`config.mk`:
```
export PLATFORM = sky130hd
export DESIGN_NAME = dmem_channel_ctrl_flat
export DESIGN_NICKNAME = d
export VERILOG_FILES = /design/src/rtl/gpu_mem_pkg.sv /design/src/rtl/dmem_channel_ctrl_if.sv /design/src/rtl/post_write_buffer.sv /design/src/rtl/dmem_channel_ctrl.sv /design/src/flat_wrapper.sv
export SDC_FILE = /design/constraint.sdc
export NUM_CORES = 1
export LEC_CHECK = 0
export BUFFER_PORTS_ARGS = -buffer_cell sky130_fd_sc_hd__buf_2
export CAP_MARGIN = 20
export CORE_ASPECT_RATIO = 1.1
export CORE_MARGIN = 8
export CORE_UTILIZATION = 30
export CTS_BUF_LIST = sky130_fd_sc_hd__clkbuf_16
export CTS_CLUSTER_SIZE = 25
export DETAILED_ROUTE_END_ITERATION = 7
export GPL_TIMING_DRIVEN = 1
export PLACE_DENSITY_LB_ADDON = 0.25
export SETUP_SLACK_MARGIN = 0.3
export SLEW_MARGIN = 40
export SYNTH_ARGS = -nofsm -noshare
export SYNTH_HDL_FRONTEND = slang
export SYNTH_SLANG_ARGS = --single-unit
```
`constraint.sdc`:
```
create_clock -name clk -period 3.7 [get_ports clk]
set_input_delay 0.185 -clock clk [delete_from_list [all_inputs] [get_ports clk]]
set_output_delay 0.185 -clock clk [all_outputs]
set_load 0.01 [all_outputs]
```
`src/rtl/gpu_mem_pkg.sv`:
```
// Shared types for the data-memory channel controller: posted-write entry
// layout and the memory-side state encoding.
package gpu_mem_pkg;

    localparam int PKG_ADDR_BITS = 8;
    localparam int PKG_DATA_BITS = 8;

    typedef struct packed {
        logic [PKG_ADDR_BITS-1:0] addr;
        logic [PKG_DATA_BITS-1:0] data;
    } wbuf_entry_t;

    typedef enum logic [1:0] {
        M_IDLE  = 2'd0,
        M_READ  = 2'd1,
        M_WRITE = 2'd2,
        M_RESP  = 2'd3
    } mem_state_t;

endpackage

```
`src/rtl/dmem_channel_ctrl_if.sv`:
```
// Cache-side and memory-side handshake bundle of the data-memory channel.
// The controller takes the slave view; the cache/memory environment the master view.
interface dmem_channel_ctrl_if #(
    parameter int ADDR_BITS  = 8,
    parameter int DATA_BITS  = 8,
    parameter int WBUF_DEPTH = 4
);
    localparam int CNT_BITS = $clog2(WBUF_DEPTH) + 1;

    logic                 up_read_valid;
    logic [ADDR_BITS-1:0] up_read_address;
    logic                 up_read_ready;
    logic [DATA_BITS-1:0] up_read_data;

    logic                 up_write_valid;
    logic [ADDR_BITS-1:0] up_write_address;
    logic [DATA_BITS-1:0] up_write_data;
    logic                 up_write_ready;

    logic                 mem_read_valid;
    logic [ADDR_BITS-1:0] mem_read_address;
    logic                 mem_read_ready;
    logic [DATA_BITS-1:0] mem_read_data;

    logic                 mem_write_valid;
    logic [ADDR_BITS-1:0] mem_write_address;
    logic [DATA_BITS-1:0] mem_write_data;
    logic                 mem_write_ready;

    logic [CNT_BITS-1:0]  wbuf_count;

    modport slave (
        input  up_read_valid, up_read_address,
        input  up_write_valid, up_write_address, up_write_data,
        input  mem_read_ready, mem_read_data, mem_write_ready,
        output up_read_ready, up_read_data, up_write_ready,
        output mem_read_valid, mem_read_address,
        output mem_write_valid, mem_write_address, mem_write_data,
        output wbuf_count
    );

    modport master (
        output up_read_valid, up_read_address,
        output up_write_valid, up_write_address, up_write_data,
        output mem_read_ready, mem_read_data, mem_write_ready,
        input  up_read_ready, up_read_data, up_write_ready,
        input  mem_read_valid, mem_read_address,
        input  mem_write_valid, mem_write_address, mem_write_data,
        input  wbuf_count
    );

endinterface

```
`src/rtl/post_write_buffer.sv`:
```
// Posted-write FIFO with a parallel address search that returns the data of
// the youngest live entry matching the lookup address.
module post_write_buffer
    import gpu_mem_pkg::*;
#(
    parameter int DEPTH     = 4,
    parameter int ADDR_BITS = PKG_ADDR_BITS,
    parameter int DATA_BITS = PKG_DATA_BITS
) (
    input  logic                          clk,
    input  logic                          reset,
    input  logic                          push,
    input  wbuf_entry_t                   push_entry,
    input  logic                          pop,
    output wbuf_entry_t                   head,
    output logic [$clog2(DEPTH):0]        count,
    output logic                          full,
    output logic                          empty,
    input  logic [ADDR_BITS-1:0]          lookup_addr,
    output logic                          hit,
    output logic [DATA_BITS-1:0]          hit_data
);
    localparam int PTR_BITS = $clog2(DEPTH);
    localparam int CNT_BITS = PTR_BITS + 1;

    wbuf_entry_t         storage [DEPTH];
    logic [PTR_BITS-1:0] head_reg;
    logic [PTR_BITS-1:0] tail_reg;
    logic [CNT_BITS-1:0] count_reg;

    always_ff @(posedge clk or posedge reset) begin
        if (reset) begin
            head_reg  <= '0;
            tail_reg  <= '0;
            count_reg <= '0;
        end else begin
            if (push) begin
                tail_reg <= tail_reg + 1'b1;
            end
            if (pop) begin
                head_reg <= head_reg + 1'b1;
            end
            case ({push, pop})
                2'b10:   count_reg <= count_reg + 1'b1;
                2'b01:   count_reg <= count_reg - 1'b1;
                default: count_reg <= count_reg;
            endcase
        end
    end

    // Payload needs no reset: only slots below count are ever looked at.
    always_ff @(posedge clk) begin
        if (push) begin
            storage[tail_reg] <= push_entry;
        end
    end

    assign head  = storage[head_reg];
    assign count = count_reg;
    assign full  = (count_reg == CNT_BITS'(DEPTH));
    assign empty = (count_reg == '0);

    // Age index gi: 0 is the oldest live entry, count-1 the youngest.
    logic [DEPTH-1:0] match;
    wbuf_entry_t      aged_entry [DEPTH];

    genvar gi;
    generate
        for (gi = 0; gi < DEPTH; gi++) begin : g_age
            logic [PTR_BITS-1:0] slot;
            assign slot           = head_reg + PTR_BITS'(gi);
            assign aged_entry[gi] = storage[slot];
            assign match[gi]      = (CNT_BITS'(gi) < count_reg) &&
                                    (storage[slot].addr == lookup_addr);
        end
    endgenerate

    always_comb begin
        hit      = 1'b0;
        hit_data = '0;
        for (int i = 0; i < DEPTH; i++) begin
            if (match[i]) begin
                hit      = 1'b1;
                hit_data = aged_entry[i].data;
            end
        end
    end

endmodule

```
`src/rtl/dmem_channel_ctrl.sv`:
```
// Data-memory channel controller: posts write-through stores with an early ack,
// services read misses ahead of draining, and forwards reads from posted writes.
module dmem_channel_ctrl
    import gpu_mem_pkg::*;
#(
    parameter int ADDR_BITS  = PKG_ADDR_BITS,
    parameter int DATA_BITS  = PKG_DATA_BITS,
    parameter int WBUF_DEPTH = 4
) (
    input  logic               clk,
    input  logic               reset,
    dmem_channel_ctrl_if.slave bus
);
    localparam int CNT_BITS = $clog2(WBUF_DEPTH) + 1;

    mem_state_t           state_reg, state_next;
    logic                 up_read_ready_reg, up_read_ready_next;
    logic [DATA_BITS-1:0] up_read_data_reg, up_read_data_next;
    logic                 up_write_ready_reg;
    logic                 mem_read_valid_reg, mem_read_valid_next;
    logic [ADDR_BITS-1:0] mem_read_address_reg, mem_read_address_next;
    logic                 mem_write_valid_reg, mem_write_valid_next;
    logic [ADDR_BITS-1:0] mem_write_address_reg, mem_write_address_next;
    logic [DATA_BITS-1:0] mem_write_data_reg, mem_write_data_next;
    logic [DATA_BITS-1:0] resp_data_reg, resp_data_next;

    logic                 push;
    logic                 pop;
    logic                 read_eligible;
    logic                 wbuf_full;
    logic                 wbuf_empty;
    logic                 fwd_hit;
    logic [DATA_BITS-1:0] fwd_data;
    logic [CNT_BITS-1:0]  wbuf_count;
    wbuf_entry_t          head_entry;
    wbuf_entry_t          push_entry;

    // A ready register still high means the requester has not yet dropped
    // valid, so that channel is in cooldown for this cycle.
    assign pop           = (state_reg == M_WRITE) && bus.mem_write_ready;
    assign push          = bus.up_write_valid && !up_write_ready_reg && (!wbuf_full || pop);
    assign read_eligible = bus.up_read_valid && !up_read_ready_reg && !push;

    assign push_entry.addr = bus.up_write_address;
    assign push_entry.data = bus.up_write_data;

    post_write_buffer #(
        .DEPTH     (WBUF_DEPTH),
        .ADDR_BITS (ADDR_BITS),
        .DATA_BITS (DATA_BITS)
    ) u_wbuf (
        .clk         (clk),
        .reset       (reset),
        .push        (push),
        .push_entry  (push_entry),
        .pop         (pop),
        .head        (head_entry),
        .count       (wbuf_count),
        .full        (wbuf_full),
        .empty       (wbuf_empty),
        .lookup_addr (bus.up_read_address),
        .hit         (fwd_hit),
        .hit_data    (fwd_data)
    );

    always_comb begin
        state_next             = state_reg;
        up_read_ready_next     = 1'b0;
        up_read_data_next      = up_read_data_reg;
        mem_read_valid_next    = mem_read_valid_reg;
        mem_read_address_next  = mem_read_address_reg;
        mem_write_valid_next   = mem_write_valid_reg;
        mem_write_address_next = mem_write_address_reg;
        mem_write_data_next    = mem_write_data_reg;
        resp_data_next         = resp_data_reg;

        case (state_reg)
            M_IDLE: begin
                if (read_eligible) begin
                    if (fwd_hit) begin
                        resp_data_next = fwd_data;
                        state_next     = M_RESP;
                    end else begin
                        mem_read_valid_next   = 1'b1;
                        mem_read_address_next = bus.up_read_address;
                        state_next            = M_READ;
                    end
                end else if (!wbuf_empty) begin
                    mem_write_valid_next   = 1'b1;
                    mem_write_address_next = head_entry.addr;
                    mem_write_data_next    = head_entry.data;
                    state_next             = M_WRITE;
                end
            end
            M_READ: begin
                if (bus.mem_read_ready) begin
                    resp_data_next      = bus.mem_read_data;
                    mem_read_valid_next = 1'b0;
                    state_next          = M_RESP;
                end
            end
            M_WRITE: begin
                if (bus.mem_write_ready) begin
                    mem_write_valid_next = 1'b0;
                    state_next           = M_IDLE;
                end
            end
            M_RESP: begin
                up_read_ready_next = 1'b1;
                up_read_data_next  = resp_data_reg;
                state_next         = M_IDLE;
            end
            default: state_next = M_IDLE;
        endcase
    end

    always_ff @(posedge clk or posedge reset) begin
        if (reset) begin
            state_reg             <= M_IDLE;
            up_read_ready_reg     <= 1'b0;
            up_read_data_reg      <= '0;
            up_write_ready_reg    <= 1'b0;
            mem_read_valid_reg    <= 1'b0;
            mem_read_address_reg  <= '0;
            mem_write_valid_reg   <= 1'b0;
            mem_write_address_reg <= '0;
            mem_write_data_reg    <= '0;
            resp_data_reg         <= '0;
        end else begin
            state_reg             <= state_next;
            up_read_ready_reg     <= up_read_ready_next;
            up_read_data_reg      <= up_read_data_next;
            up_write_ready_reg    <= push;
            mem_read_valid_reg    <= mem_read_valid_next;
            mem_read_address_reg  <= mem_read_address_next;
            mem_write_valid_reg   <= mem_write_valid_next;
            mem_write_address_reg <= mem_write_address_next;
            mem_write_data_reg    <= mem_write_data_next;
            resp_data_reg         <= resp_data_next;
        end
    end

    assign bus.up_read_ready     = up_read_ready_reg;
    assign bus.up_read_data      = up_read_data_reg;
    assign bus.up_write_ready    = up_write_ready_reg;
    assign bus.mem_read_valid    = mem_read_valid_reg;
    assign bus.mem_read_address  = mem_read_address_reg;
    assign bus.mem_write_valid   = mem_write_valid_reg;
    assign bus.mem_write_address = mem_write_address_reg;
    assign bus.mem_write_data    = mem_write_data_reg;
    assign bus.wbuf_count        = wbuf_count;

endmodule

```
`src/flat_wrapper.sv`:
```
// flat-port wrapper written by rule: the top's interface ports become plain ports
module dmem_channel_ctrl_flat import gpu_mem_pkg::*;
#(
    parameter int ADDR_BITS  = PKG_ADDR_BITS,
    parameter int DATA_BITS  = PKG_DATA_BITS,
    parameter int WBUF_DEPTH = 4
)
  (clk, reset, bus_up_read_valid, bus_up_read_address, bus_up_write_valid, bus_up_write_address, bus_up_write_data, bus_mem_read_ready, bus_mem_read_data, bus_mem_write_ready, bus_up_read_ready, bus_up_read_data, bus_up_write_ready, bus_mem_read_valid, bus_mem_read_address, bus_mem_write_valid, bus_mem_write_address, bus_mem_write_data, bus_wbuf_count);
  dmem_channel_ctrl_if #(.ADDR_BITS(ADDR_BITS), .DATA_BITS(DATA_BITS), .WBUF_DEPTH(WBUF_DEPTH)) bus_i ();
  input  logic clk;
  input  logic reset;
  input wire logic [$bits(bus_i.up_read_valid)-1:0] bus_up_read_valid;
  input wire logic [$bits(bus_i.up_read_address)-1:0] bus_up_read_address;
  input wire logic [$bits(bus_i.up_write_valid)-1:0] bus_up_write_valid;
  input wire logic [$bits(bus_i.up_write_address)-1:0] bus_up_write_address;
  input wire logic [$bits(bus_i.up_write_data)-1:0] bus_up_write_data;
  input wire logic [$bits(bus_i.mem_read_ready)-1:0] bus_mem_read_ready;
  input wire logic [$bits(bus_i.mem_read_data)-1:0] bus_mem_read_data;
  input wire logic [$bits(bus_i.mem_write_ready)-1:0] bus_mem_write_ready;
  output wire logic [$bits(bus_i.up_read_ready)-1:0] bus_up_read_ready;
  output wire logic [$bits(bus_i.up_read_data)-1:0] bus_up_read_data;
  output wire logic [$bits(bus_i.up_write_ready)-1:0] bus_up_write_ready;
  output wire logic [$bits(bus_i.mem_read_valid)-1:0] bus_mem_read_valid;
  output wire logic [$bits(bus_i.mem_read_address)-1:0] bus_mem_read_address;
  output wire logic [$bits(bus_i.mem_write_valid)-1:0] bus_mem_write_valid;
  output wire logic [$bits(bus_i.mem_write_address)-1:0] bus_mem_write_address;
  output wire logic [$bits(bus_i.mem_write_data)-1:0] bus_mem_write_data;
  output wire logic [$bits(bus_i.wbuf_count)-1:0] bus_wbuf_count;
  assign bus_i.up_read_valid = bus_up_read_valid;
  assign bus_i.up_read_address = bus_up_read_address;
  assign bus_i.up_write_valid = bus_up_write_valid;
  assign bus_i.up_write_address = bus_up_write_address;
  assign bus_i.up_write_data = bus_up_write_data;
  assign bus_i.mem_read_ready = bus_mem_read_ready;
  assign bus_i.mem_read_data = bus_mem_read_data;
  assign bus_i.mem_write_ready = bus_mem_write_ready;
  assign bus_up_read_ready = bus_i.up_read_ready;
  assign bus_up_read_data = bus_i.up_read_data;
  assign bus_up_write_ready = bus_i.up_write_ready;
  assign bus_mem_read_valid = bus_i.mem_read_valid;
  assign bus_mem_read_address = bus_i.mem_read_address;
  assign bus_mem_write_valid = bus_i.mem_write_valid;
  assign bus_mem_write_address = bus_i.mem_write_address;
  assign bus_mem_write_data = bus_i.mem_write_data;
  assign bus_wbuf_count = bus_i.wbuf_count;
  dmem_channel_ctrl #(.ADDR_BITS(ADDR_BITS), .DATA_BITS(DATA_BITS), .WBUF_DEPTH(WBUF_DEPTH)) u_core (.clk(clk), .reset(reset), .bus(bus_i));
endmodule
```
==> impl_results.md, run 1 <==
- Outcome: complete, no violations
- Peak supply drop: 323 µV
- First-pass GRT wire length: 24,100 µm
- FF-to-FF Start: u_core.u_wbuf.head_reg[0]$_DFFE_PP0P_
- Crit Path Class: reg -> reg
- Max Clock Skew: 0.0107 ns
- Fmax: 0.317 GHz
- Slowest cell on crit path: dfrtp_2
- Arr. time, crit path: 3.44 ns
- CP endpoint kind: flip-flop
- Rows: 56
- Final period util: 85.2%
- Hold Vio Cnt, Final: 0
- CTS Buf Count: 17
- Sequential power share: 32.0%
- Hold WC Path Type: in -> reg
- Total design power: 6.66 mW
- Largest register FFs: 64
- RSZ-0062 raised after global routing: no
- Top reg by flops: u_core.u_wbuf.storage
- Die height: 170 µm
- Grt total ovfl: 0
- Yosys warnings: 0
- Bufs and invs on worst path: 1
- Slew @ Worst Pin: 0.762 ns
- HPWL after detailed placement: 11,600 µm
- Synthesized area per cell: 13.5 µm²
- GP Congestion: 0.882
- Worst rel slew slack: 49.2%
- Crit-path cells: buf_4 > mux2i_1 > mux2_2 > xor2_1 > o2111ai_1 > nor3_1 > nor4bb_2 > and3_4 > mux2_4
- Post-route ant nets: 0
- Routed len/inst: 17.3 µm
- GRT Util Overall: 11.7%
- Post-Syn Instances: 478
- Vias in the first global route: 4,337
- Via density: 4.73
- Final wirelength: 15,100 µm
- Area of the core: 21,200 µm²
- Combinational share of power: 41.8%
- Sw Share: 35.1%
- Synthesized netlist net count: 524
- Synth unique cells: 46
- # DRC: 0
- Synth-to-Final Area Change: 22.6%
- Slew Viols, Final: 0
- Final #Nets: 613
- DR vias: 4,128
- Pwr Density: 839 nW/µm²
- H-tree lvl count: 4
- #FFs+latches synth: 117
- Fillers: 2,032
- Share of layout cells above drive strength 1: 36.4%
- Register area share after synthesis: 50.2%
- Register clock-pin slew on the reported worst setup and hold paths: 0.06 ns
- Antenna violations before repair: 2
- Leading cell type in the layout, fill and taps excluded: buf_2
- Die area: 26,500 µm²
- Die X: 156 µm
- CP startpoint kind: flip-flop
- Initial core utilization: 30.5%
- Top cell family by delay on the critical path: simple AND/OR/NAND/NOR gates
- Pleak: 3.15 nW
- CTS sink count: 117
- DR pass1 iterations: 6
- Switching Power: 2.34 mW
- HP Start: bus_up_write_data[6]
- Setup_tns: 0 ns
- Endpoints failing setup: 0
- CP Launch Point: u_core.u_wbuf.head_reg[0]$_DFFE_PP0P_
- Top-Level Pins: 77
- Clk_lat worst skew: 0.41 ns
- Clock buffer depth: 2
- Clk pwr share: 26.2%
- CTS tree: built
- Maximum fanout along the worst path: 10
- Max Cap Violations: 0
- Clk root buf: clkbuf_16
- P_int: 4.32 mW
- Slowest stage delay, CP: 0.51 ns
- Worst path required time: 3.99 ns
- Leading cell types in the layout, fill and taps excluded: 76 x buf_2, 64 x edfxtp_1, 51 x dfrtp_1, 36 x mux4_2, 30 x a21oi_1
- Largest net degree at the start of global routing: 35
- Cell area after synthesis: 6470 µm²
- First-iteration detailed-routing DRC count: 257
- Post-layout min period: 3.15 ns
- # port buffers: 76
- Post-CTS Repair Setup Buffers: 0
path summary, 6_finish.rpt:
| kind | end | slack [ns] | cells after the start |
|---|---|---|---|
| max reg2reg | u_core.bus.mem_read_address[4]$_DFFE_PP0P_ | 0.55 | 9 |
| min | u_core.u_wbuf.storage[0][6]$_DFFE_PP_ | 0.005 | 1 |
| min in group asynchronous | u_core.bus.mem_write_data[3]$_DFFE_PP0P_ | 0.37 | 3 |
| max | u_core.bus.mem_read_address[4]$_DFFE_PP0P_ | 0.55 | 9 |
| max in group asynchronous | u_core.bus.mem_read_address[0]$_DFFE_PP0P_ | 2.53 | 4 |
| min reg2reg | u_core.bus.mem_write_address[0]$_DFFE_PP0P_ | 0.47 | 2 |
synthesized netlist by cell type (all sizes together):
cell     number  share of area, %
nor2b        10              0.97
and3         10               1.0
xnor2        23               3.1
nor3          5              0.39
o21a          2              0.23
inv          11              0.64
a2111o        1              0.17
o2111ai       1              0.14
edfxtp       64                30
or4           1              0.12
o31ai         8              0.93
ha            8               1.5
a21oi        30               2.3
nand2        29               1.7
nand3         3              0.31
nor4b         1              0.23
o21ai         9              0.87
buf          19               1.8
nand4         3              0.29
mux4         36                13
mux2i        23               3.6
nor3b         1              0.12
and2          4              0.39
xor2         14               1.9
mux2         47               9.1
or2           9              0.87
a22o          1              0.14
nor2         22               1.3
a2111oi       1              0.43
clkbuf       12              0.70
nand2b        2              0.19
nor4bb        1              0.25
a211oi        9               1.0
a21o          3              0.35
nor4          2              0.19
dfrtp        53                20
logic make-up after synthesis:
family | after synthesis | synth area share, %
DFF | 117 | 50.2
muxes | 106 | 25.2
and+or+nand+nor | 103 | 8.31
AOI/OAI and AO/OA | 65 | 6.61
buffers and inverters | 42 | 3.09
xor gates and xnor gates | 37 | 5.01
adders and majority gates | 8 | 1.55
worst register-to-register path, stage by stage (launching register included):
cell and delay (ns):
dfrtp_2 0.51, buf_4 0.26, mux2i_1 0.37, mux2_2 0.27, xor2_1 0.08, o2111ai_1 0.20, nor3_1 0.10, nor4bb_2 0.51
and3_4 0.40, mux2_4 0.33
cell type report:
| cell class | count | area [µm²] | share of cell area [%] |
|---|---|---|---|
| diodes | 2 | 5.00 | 0.0631 |
| clock buffers | 17 | 425 | 5.36 |
| clock inverters | 15 | 204 | 2.57 |
| inverters | 11 | 41.3 | 0.520 |
| multi-input cells | 319 | 3030 | 38.2 |
| flip-flops and latches | 117 | 3250 | 41.0 |
| well taps | 290 | 363 | 4.57 |
| repair buffers | 101 | 616 | 7.76 |
through the flow:
step | cells | hold slack, ns | utilization, % | instance area [µm²] | setup WS [ns]
floorplan | 478 | 0.284 | - | 6470 | 0.800
global placement | 824 | 0.258 | 33.7 | 7150 | 0.562
detailed placement | 824 | 0.263 | 33.7 | 7160 | 0.489
CTS | 870 | 0.00172 | 37.3 | 7930 | 0.456
global route | 872 | 0.00962 | 37.4 | 7940 | 0.307
finish | 872 | 0.00544 | 37.4 | 7940 | 0.549
power groups by stage:
stage / Combinational, mW / Sequential, mW / Clock (mW)
finish: 2.78 / 2.13 / 1.74
global route: 3.05 / 2.19 / 1.82
CTS: 2.82 / 2.13 / 1.77
detailed placement: 2.80 / 2.16 / 0
global placement: 2.75 / 2.14 / 0
floorplan: 2.09 / 2.11 / 0
metal layers:
layer  wire [µm]  share of wire (%)  GRT usage [%]  up-vias
met5           0                  0              0        -
met4         302                2.0           5.53        0
met3         677                4.5           2.21       18
met2        7130                 47           18.4       88
met1        6980                 46           15.2     2049
li1            -                  -              -     1973
repair_timing:
action | CTS | global route
hold buffers | 14 | 0
gates resized for setup | 0 | 1
endpoints found under the setup margin | 0 | 13
endpoints found under the hold margin | 73 | 0
Note: power is estimated with default switching activity, not from simulation.
==> run 2: changes to the inputs <==
==> constraint.sdc (replaced) <==
create_clock -name clk -period 3.35 [get_ports clk]
set_input_delay 0.1675 -clock clk [delete_from_list [all_inputs] [get_ports clk]]
set_output_delay 0.1675 -clock clk [all_outputs]
set_load 0.01 [all_outputs]
==> impl_results.md, run 2 (synthesized netlist as in run 1, its figures left out) <==
- Outcome: complete, no violations
- CTS Buf Count: 17 (unchanged)
- GP Congestion: 0.789 (-11%)
- Clk pwr share: 25.8% (-0.4 points)
- Leading cell types in the layout, fill and taps excluded: 76 x buf_2, 64 x edfxtp_1, 51 x dfrtp_1, 36 x mux4_2, 30 x a21oi_1
- Leading cell type in the layout, fill and taps excluded: buf_2
- Fin cells: 896 (+2.8%)
- Sequential power share: 31.1% (-0.9 points)
- Cell Area, Placed: 7230 µm² (+1.0%)
- Worst rel slew slack: 54.2% (+5.0 points)
- Peak supply drop: 367 µV (+13%)
- Design area: 8210 µm² (+3.4%)
- DR vias: 4,245 (+2.8%)
- Endpoints failing setup: 0 (unchanged)
- Rows: 56 (unchanged)
- Clk_lat worst skew: 0.40 ns (about the same)
- Max Clock Skew: 0.00743 ns (-0.00328 ns)
- Hold Vio Cnt, Final: 0 (unchanged)
- Slew Viols, Final: 0 (unchanged)
- Combinational share of power: 43.2% (+1.4 points)
- H-tree lvl count: 4 (unchanged)
- Routed len/inst: 17.1 µm (-0.92%)
- Die X: 156 µm (unchanged)
- Largest net degree at the start of global routing: 34 (-2.9%)
- Sequential cell area: 3260 µm² (about the same)
- CP startpoint kind: flip-flop
- Area of the core: 21,200 µm² (unchanged)
- GRT Util Overall: 11.8% (+0.17 points)
- Share of layout cells above drive strength 1: 39.5% (+3.1 points)
- Via density: 4.74 (about the same)
- P_int: 4.99 mW (+16%)
- Initial core utilization: 30.5% (unchanged)
- Final period util: 87.0% (+1.8 points)
- CP endpoint kind: flip-flop
- Fin util: 38.7% (+1.3 points)
- Arr. time, crit path: 3.20 ns (-0.24 ns)
- Register clock-pin slew on the reported worst setup and hold paths: 0.06 ns (about the same)
- CTS tree: built
- Switching Power: 2.61 mW (+12%)
- First-iteration detailed-routing DRC count: 185 (-28%)
- Maximum fanout along the worst path: 10 (unchanged)
- Die height: 170 µm (unchanged)
- Fillers: 2,000 (-1.6%)
- Clock buffer depth: 2 (unchanged)
- Worst path required time: 3.64 ns (-0.35 ns)
- Final wirelength: 15,400 µm (+1.8%)
- Sw Share: 34.4% (-0.78 points)
- Fmax: 0.343 GHz (+8.1%)
- Top reg by flops: u_core.u_wbuf.storage
- Die area: 26,500 µm² (unchanged)
- # port buffers: 76 (unchanged)
- First-pass GRT wire length: 24,700 µm (+2.5%)
- Slew @ Worst Pin: 0.686 ns (-0.0763 ns)
- Post-layout min period: 2.92 ns (-0.236 ns)
- Largest register FFs: 64 (unchanged)
- Setup_tns: 0 ns (unchanged)
- Antenna violations before repair: 1 (-1)
- Pwr Density: 926 nW/µm² (+10%)
- Total design power: 7.60 mW (+14%)
- Max Cap Violations: 0 (unchanged)
- Vias in the first global route: 4,545 (+4.8%)
- Placed Cells: 836 (+1.5%)
- # DRC: 0 (unchanged)
- DR pass1 iterations: 4 (-2)
- Clk root buf: clkbuf_16
- Post-route ant nets: 0 (unchanged)
- Synth-to-Final Area Change: 26.8%
- HPWL after detailed placement: 11,700 µm (+0.85%)
- Crit Path Class: reg -> reg
- Hold WC Path Type: in -> reg
- Pleak: 3.28 nW (+4.4%)
- RSZ-0062 raised after global routing: no
- Area of the multi-input gates: 3100 µm² (+2.2%)
- Final #Nets: 638 (+4.1%)
- Top-Level Pins: 77 (unchanged)
- Grt total ovfl: 0 (unchanged)
- CTS sink count: 117 (unchanged)
run 2: routing by layer:
layer	track usage, %	part of all wire, %
met5	0	0
met1	15.0	45
met4	6.25	3.0
met2	19.0	47
met3	2.05	4.6
run 2: final timing paths:
kind,from,to,slack [ns],cells after the start
max,u_core.u_wbuf.head_reg[0]$_DFFE_PP0P_,u_core.bus.mem_read_address[4]$_DFFE_PP0P_,0.43,9
min,bus_up_read_address[0],u_core.bus.mem_read_address[0]$_DFFE_PP0P_,0.13,2
max reg2reg,u_core.u_wbuf.head_reg[0]$_DFFE_PP0P_,u_core.bus.mem_read_address[4]$_DFFE_PP0P_,0.43,9
min reg2reg,u_core.bus.mem_write_address[0]$_DFFE_PP0P_,u_core.bus.mem_write_address[0]$_DFFE_PP0P_,0.48,2
max in group asynchronous,reset,u_core.bus.mem_write_address[3]$_DFFE_PP0P_,2.19,4
min in group asynchronous,reset,u_core.bus.mem_write_data[3]$_DFFE_PP0P_,0.33,3
run 2: final cells by class:
type	count	area share, %
well taps	290	4.42
inverters	11	0.503
flip-flops and latches	117	39.7
clock buffers	17	5.18
repair buffers	125	9.88
diodes	1	0.0305
clock inverters	15	2.59
multi-input cells	320	37.7
run 2: power groups by stage:
stage / sequential (mW) / clock [mW] / combinational (mW)
finish: 2.36 / 1.96 / 3.28
CTS: 2.37 / 1.99 / 3.22
global placement: 2.40 / 0 / 3.03
floorplan: 2.33 / 0 / 2.31
detailed placement: 2.42 / 0 / 3.07
global route: 2.43 / 2.04 / 3.58
run 2: what timing repair did:
action                     4_1_cts  5_1_grt
hold endpoints to repair        84        0
gates cloned                     1        0
buffers inserted                 7        2
hold buffers                    17        0
resized for setup                3       13
setup endpoints to repair       16       16
pin swaps                        3        4
run 2: stage by stage:
step,setup slack [ns],hold slack (ns)
finish,0.435,0.131
global route,0.298,0.130
CTS,0.338,0.0945
detailed placement,0.119,0.212
global placement,0.170,0.208
floorplan,0.450,0.266
run 2: critical path, stage by stage, from the launching register on:
cell and delay, ns:
dfrtp_4 0.51, buf_6 0.18, mux4_2 0.55, xor2_2 0.17, nor2_1 0.06, nand4_1 0.16
nor3_2 0.08, nor4bb_4 0.44, and3_4 0.34, mux2_4 0.31
==> run 3: changes to the inputs <==
--- a/config.mk
+++ b/config.mk
@@ -5,7 +5,7 @@
 export SDC_FILE = /design/constraint.sdc
 export NUM_CORES = 1
 export LEC_CHECK = 0
-export BUFFER_PORTS_ARGS = -buffer_cell sky130_fd_sc_hd__buf_2
+export BUFFER_PORTS_ARGS = -buffer_cell sky130_fd_sc_hd__buf_4
 export CAP_MARGIN = 20
 export CORE_ASPECT_RATIO = 1.1
 export CORE_MARGIN = 8
==> constraint.sdc (replaced) <==
create_clock -name clk -period 2.6 [get_ports clk]
set_input_delay 0.13 -clock clk [delete_from_list [all_inputs] [get_ports clk]]
set_output_delay 0.13 -clock clk [all_outputs]
set_load 0.01 [all_outputs]
==> impl_results.md, run 3 (synthesized netlist as in run 1, its figures left out) <==
- Outcome: finished with violations
- Failing checks: setup timing
- Top-Level Pins: 77 (unchanged)
- Fillers: 1,952 (-2.4%)
- Crit Path Class: reg -> reg
- Pleak: 3.50 nW (+6.5%)
- Worst path required time: 2.90 ns (-0.74 ns)
- Hold Vio Cnt, Final: 0 (unchanged)
- Final period util: 110% (+23 points)
- CTS Buf Count: 17 (unchanged)
- Die height: 170 µm (unchanged)
- Hold path cells: 2 (unchanged)
- Pwr Density: 1170 nW/µm² (+27%)
- Hold WC Path Type: in -> reg
- Area of the multi-input gates: 3200 µm² (+3.3%)
- Leading cell types in the layout, fill and taps excluded: 139 x buf_4, 64 x edfxtp_1, 49 x dfrtp_1, 36 x mux4_2
- Placed Cells: 875 (+4.7%)
- Clk_lat worst skew: 0.41 ns (about the same)
- Fin cells: 929 (+3.7%)
- Peak supply drop: 457 µV (+25%)
- CP startpoint kind: flip-flop
- Worst rel slew slack: 58.6% (+4.4 points)
- Largest net degree at the start of global routing: 47 (+38%)
- WP depth: 9 (unchanged)
- Endpoints failing setup: 16 (+16)
- First-iteration detailed-routing DRC count: 232 (+25%)
- DR vias: 4,338 (+2.2%)
- Slowest stage delay, CP: 0.46 ns (-0.09 ns)
- Clk root buf: clkbuf_16
- Via density: 4.67 (-1.4%)
- CTS tree: built
- Die X: 156 µm (unchanged)
- Reg2reg path depth: 9 (unchanged)
- Rows: 56 (unchanged)
- H-tree lvl count: 4 (unchanged)
- Cell Area, Placed: 7770 µm² (+7.4%)
- Fmax: 0.351 GHz (+2.2%)
- Slew @ Worst Pin: 0.621 ns (-0.0646 ns)
- HP Start: bus_up_read_address[0]
- Largest register FFs: 64 (unchanged)
- HPWL after detailed placement: 12,000 µm (+2.8%)
- Post-layout min period: 2.85 ns (-0.0641 ns)
- Final wirelength: 15,800 µm (+3.0%)
- Design area: 8720 µm² (+6.2%)
- # DRC: 0 (unchanged)
- Die area: 26,500 µm² (unchanged)
- Top cell family by delay on the critical path: simple AND/OR/NAND/NOR gates
- Leading cell type in the layout, fill and taps excluded: buf_4
- Top reg by flops: u_core.u_wbuf.storage
- GRT Util Overall: 12.4% (+0.57 points)
- Total design power: 10.2 mW (+35%)
- Clock buffer depth: 2 (unchanged)
- Max Cap Violations: 0 (unchanged)
- GP Congestion: 0.849 (+7.6%)
- Antenna violations before repair: 0 (-1)
- Share of layout cells above drive strength 1: 45.1% (+5.6 points)
- RSZ-0062 raised after global routing: yes
- FF-to-FF Start: u_core.u_wbuf.head_reg[0]$_DFFE_PP0P_
- CP Launch Point: u_core.u_wbuf.head_reg[0]$_DFFE_PP0P_
- Synth-to-Final Area Change: 34.7%
- Post-route ant nets: 0 (unchanged)
- Arr. time, crit path: 3.15 ns (-0.05 ns)
- Initial core utilization: 30.5% (unchanged)
- First-pass GRT wire length: 25,600 µm (+3.5%)
- WHS: 0.0303 ns (-0.100 ns)
- Final #Nets: 671 (+5.2%)
- Bufs and invs on worst path: 1 (unchanged)
- Routed len/inst: 17.0 µm (-0.62%)
- Sequential cell area: 3250 µm² (about the same)
- Register clock-pin slew on the reported worst setup and hold paths: 0.06 ns (about the same)
- Max Clock Skew: 0.00635 ns (-0.00108 ns)
- # port buffers: 76 (unchanged)
- Final Worst Setup Slack: -0.251 ns (-0.686 ns)
- CTS sink count: 117 (unchanged)
- CP endpoint kind: flip-flop
- DR pass1 iterations: 4 (unchanged)
- Maximum fanout along the worst path: 8 (-2)
- Slew Viols, Final: 0 (unchanged)
- Grt total ovfl: 0 (unchanged)
- Slowest cell on crit path: dfrtp_2
- Setup slack, reg-to-reg: -0.25 ns (-0.69 ns)
- Crit-path cells: buf_4 > mux2_1 > mux2i_1 > xor2_1 > nand4_1 > nor3_2 > nor4bb_4 > and3_4 > mux2_4
- Area of the core: 21,200 µm² (unchanged)
- Vias in the first global route: 4,630 (+1.9%)
run 3: power by group:
group / internal (mW) / switching (mW)
combinational: 2.60 / 2.26
clock: 1.51 / 0.882
sequential: 2.57 / 0.399
run 3: area by class of cell:
class                           instances  area share, %
Tap cell                              290           4.16
Antenna cell                            1         0.0287
Inverter                               11          0.474
Clock inverter                         15           2.07
Sequential cell                       117           37.3
Timing Repair Buffer                  158           14.4
Multi-Input combinational cell        320           36.7
Clock buffer                           17           4.88
run 3: path summary, 6_finish.rpt:
path | end
setup / recovery | u_core.bus.mem_read_address[2]$_DFFE_PP0P_
hold / removal | u_core.bus.mem_read_address[0]$_DFFE_PP0P_
setup reg to reg | u_core.bus.mem_read_address[2]$_DFFE_PP0P_
hold reg to reg | u_core.bus.mem_read_valid$_DFFE_PP0P_
max in group asynchronous | u_core.u_wbuf.count[0]$_DFFE_PP0P_
min in group asynchronous | u_core.bus.mem_write_data[2]$_DFFE_PP0P_
run 3: what timing repair did:
| item | CTS | global route |
|---|---|---|
| resized for setup | 14 | 13 |
| hold buffers | 17 | 0 |
| endpoints found under the setup margin | 18 | 29 |
| setup buffers | 3 | 0 |
| endpoints found under the hold margin | 71 | 0 |
| cloned | 1 | 0 |
| pin swaps | 7 | 6 |
run 3: per-layer routing:
| layer | wire length (µm) | vias to the layer above | share of wire (%) | GRT usage, % |
|---|---|---|---|---|
| li1 | - | 2081 | - | - |
| met1 | 7270 | 2152 | 46 | 15.7 |
| met2 | 7560 | 86 | 48 | 20.2 |
| met3 | 649 | 19 | 4.1 | 2.46 |
| met4 | 344 | 0 | 2.2 | 5.41 |
| met5 | 0 | - | 0 | 0 |
run 3: through the flow:
step | utilization (%) | setup TNS (ns) | setup slack (ns)
2_1_floorplan | - | -2.16 | -0.141
3_3_place_gp | 36.6 | -4.30 | -0.290
3_5_place_dp | 36.6 | -4.95 | -0.333
4_1_cts | 40.7 | -3.24 | -0.217
5_1_grt | 41.0 | -5.80 | -0.372
6_report | 41.1 | -3.57 | -0.251
run 3: worst reg2reg max path, stage by stage, from the launching register on:
cell and delay (ns):
dfrtp_2 0.46, buf_4 0.17, mux2_1 0.35, mux2i_1 0.27, xor2_1 0.14, nand4_1 0.17
nor3_2 0.09, nor4bb_4 0.43, and3_4 0.35, mux2_4 0.32
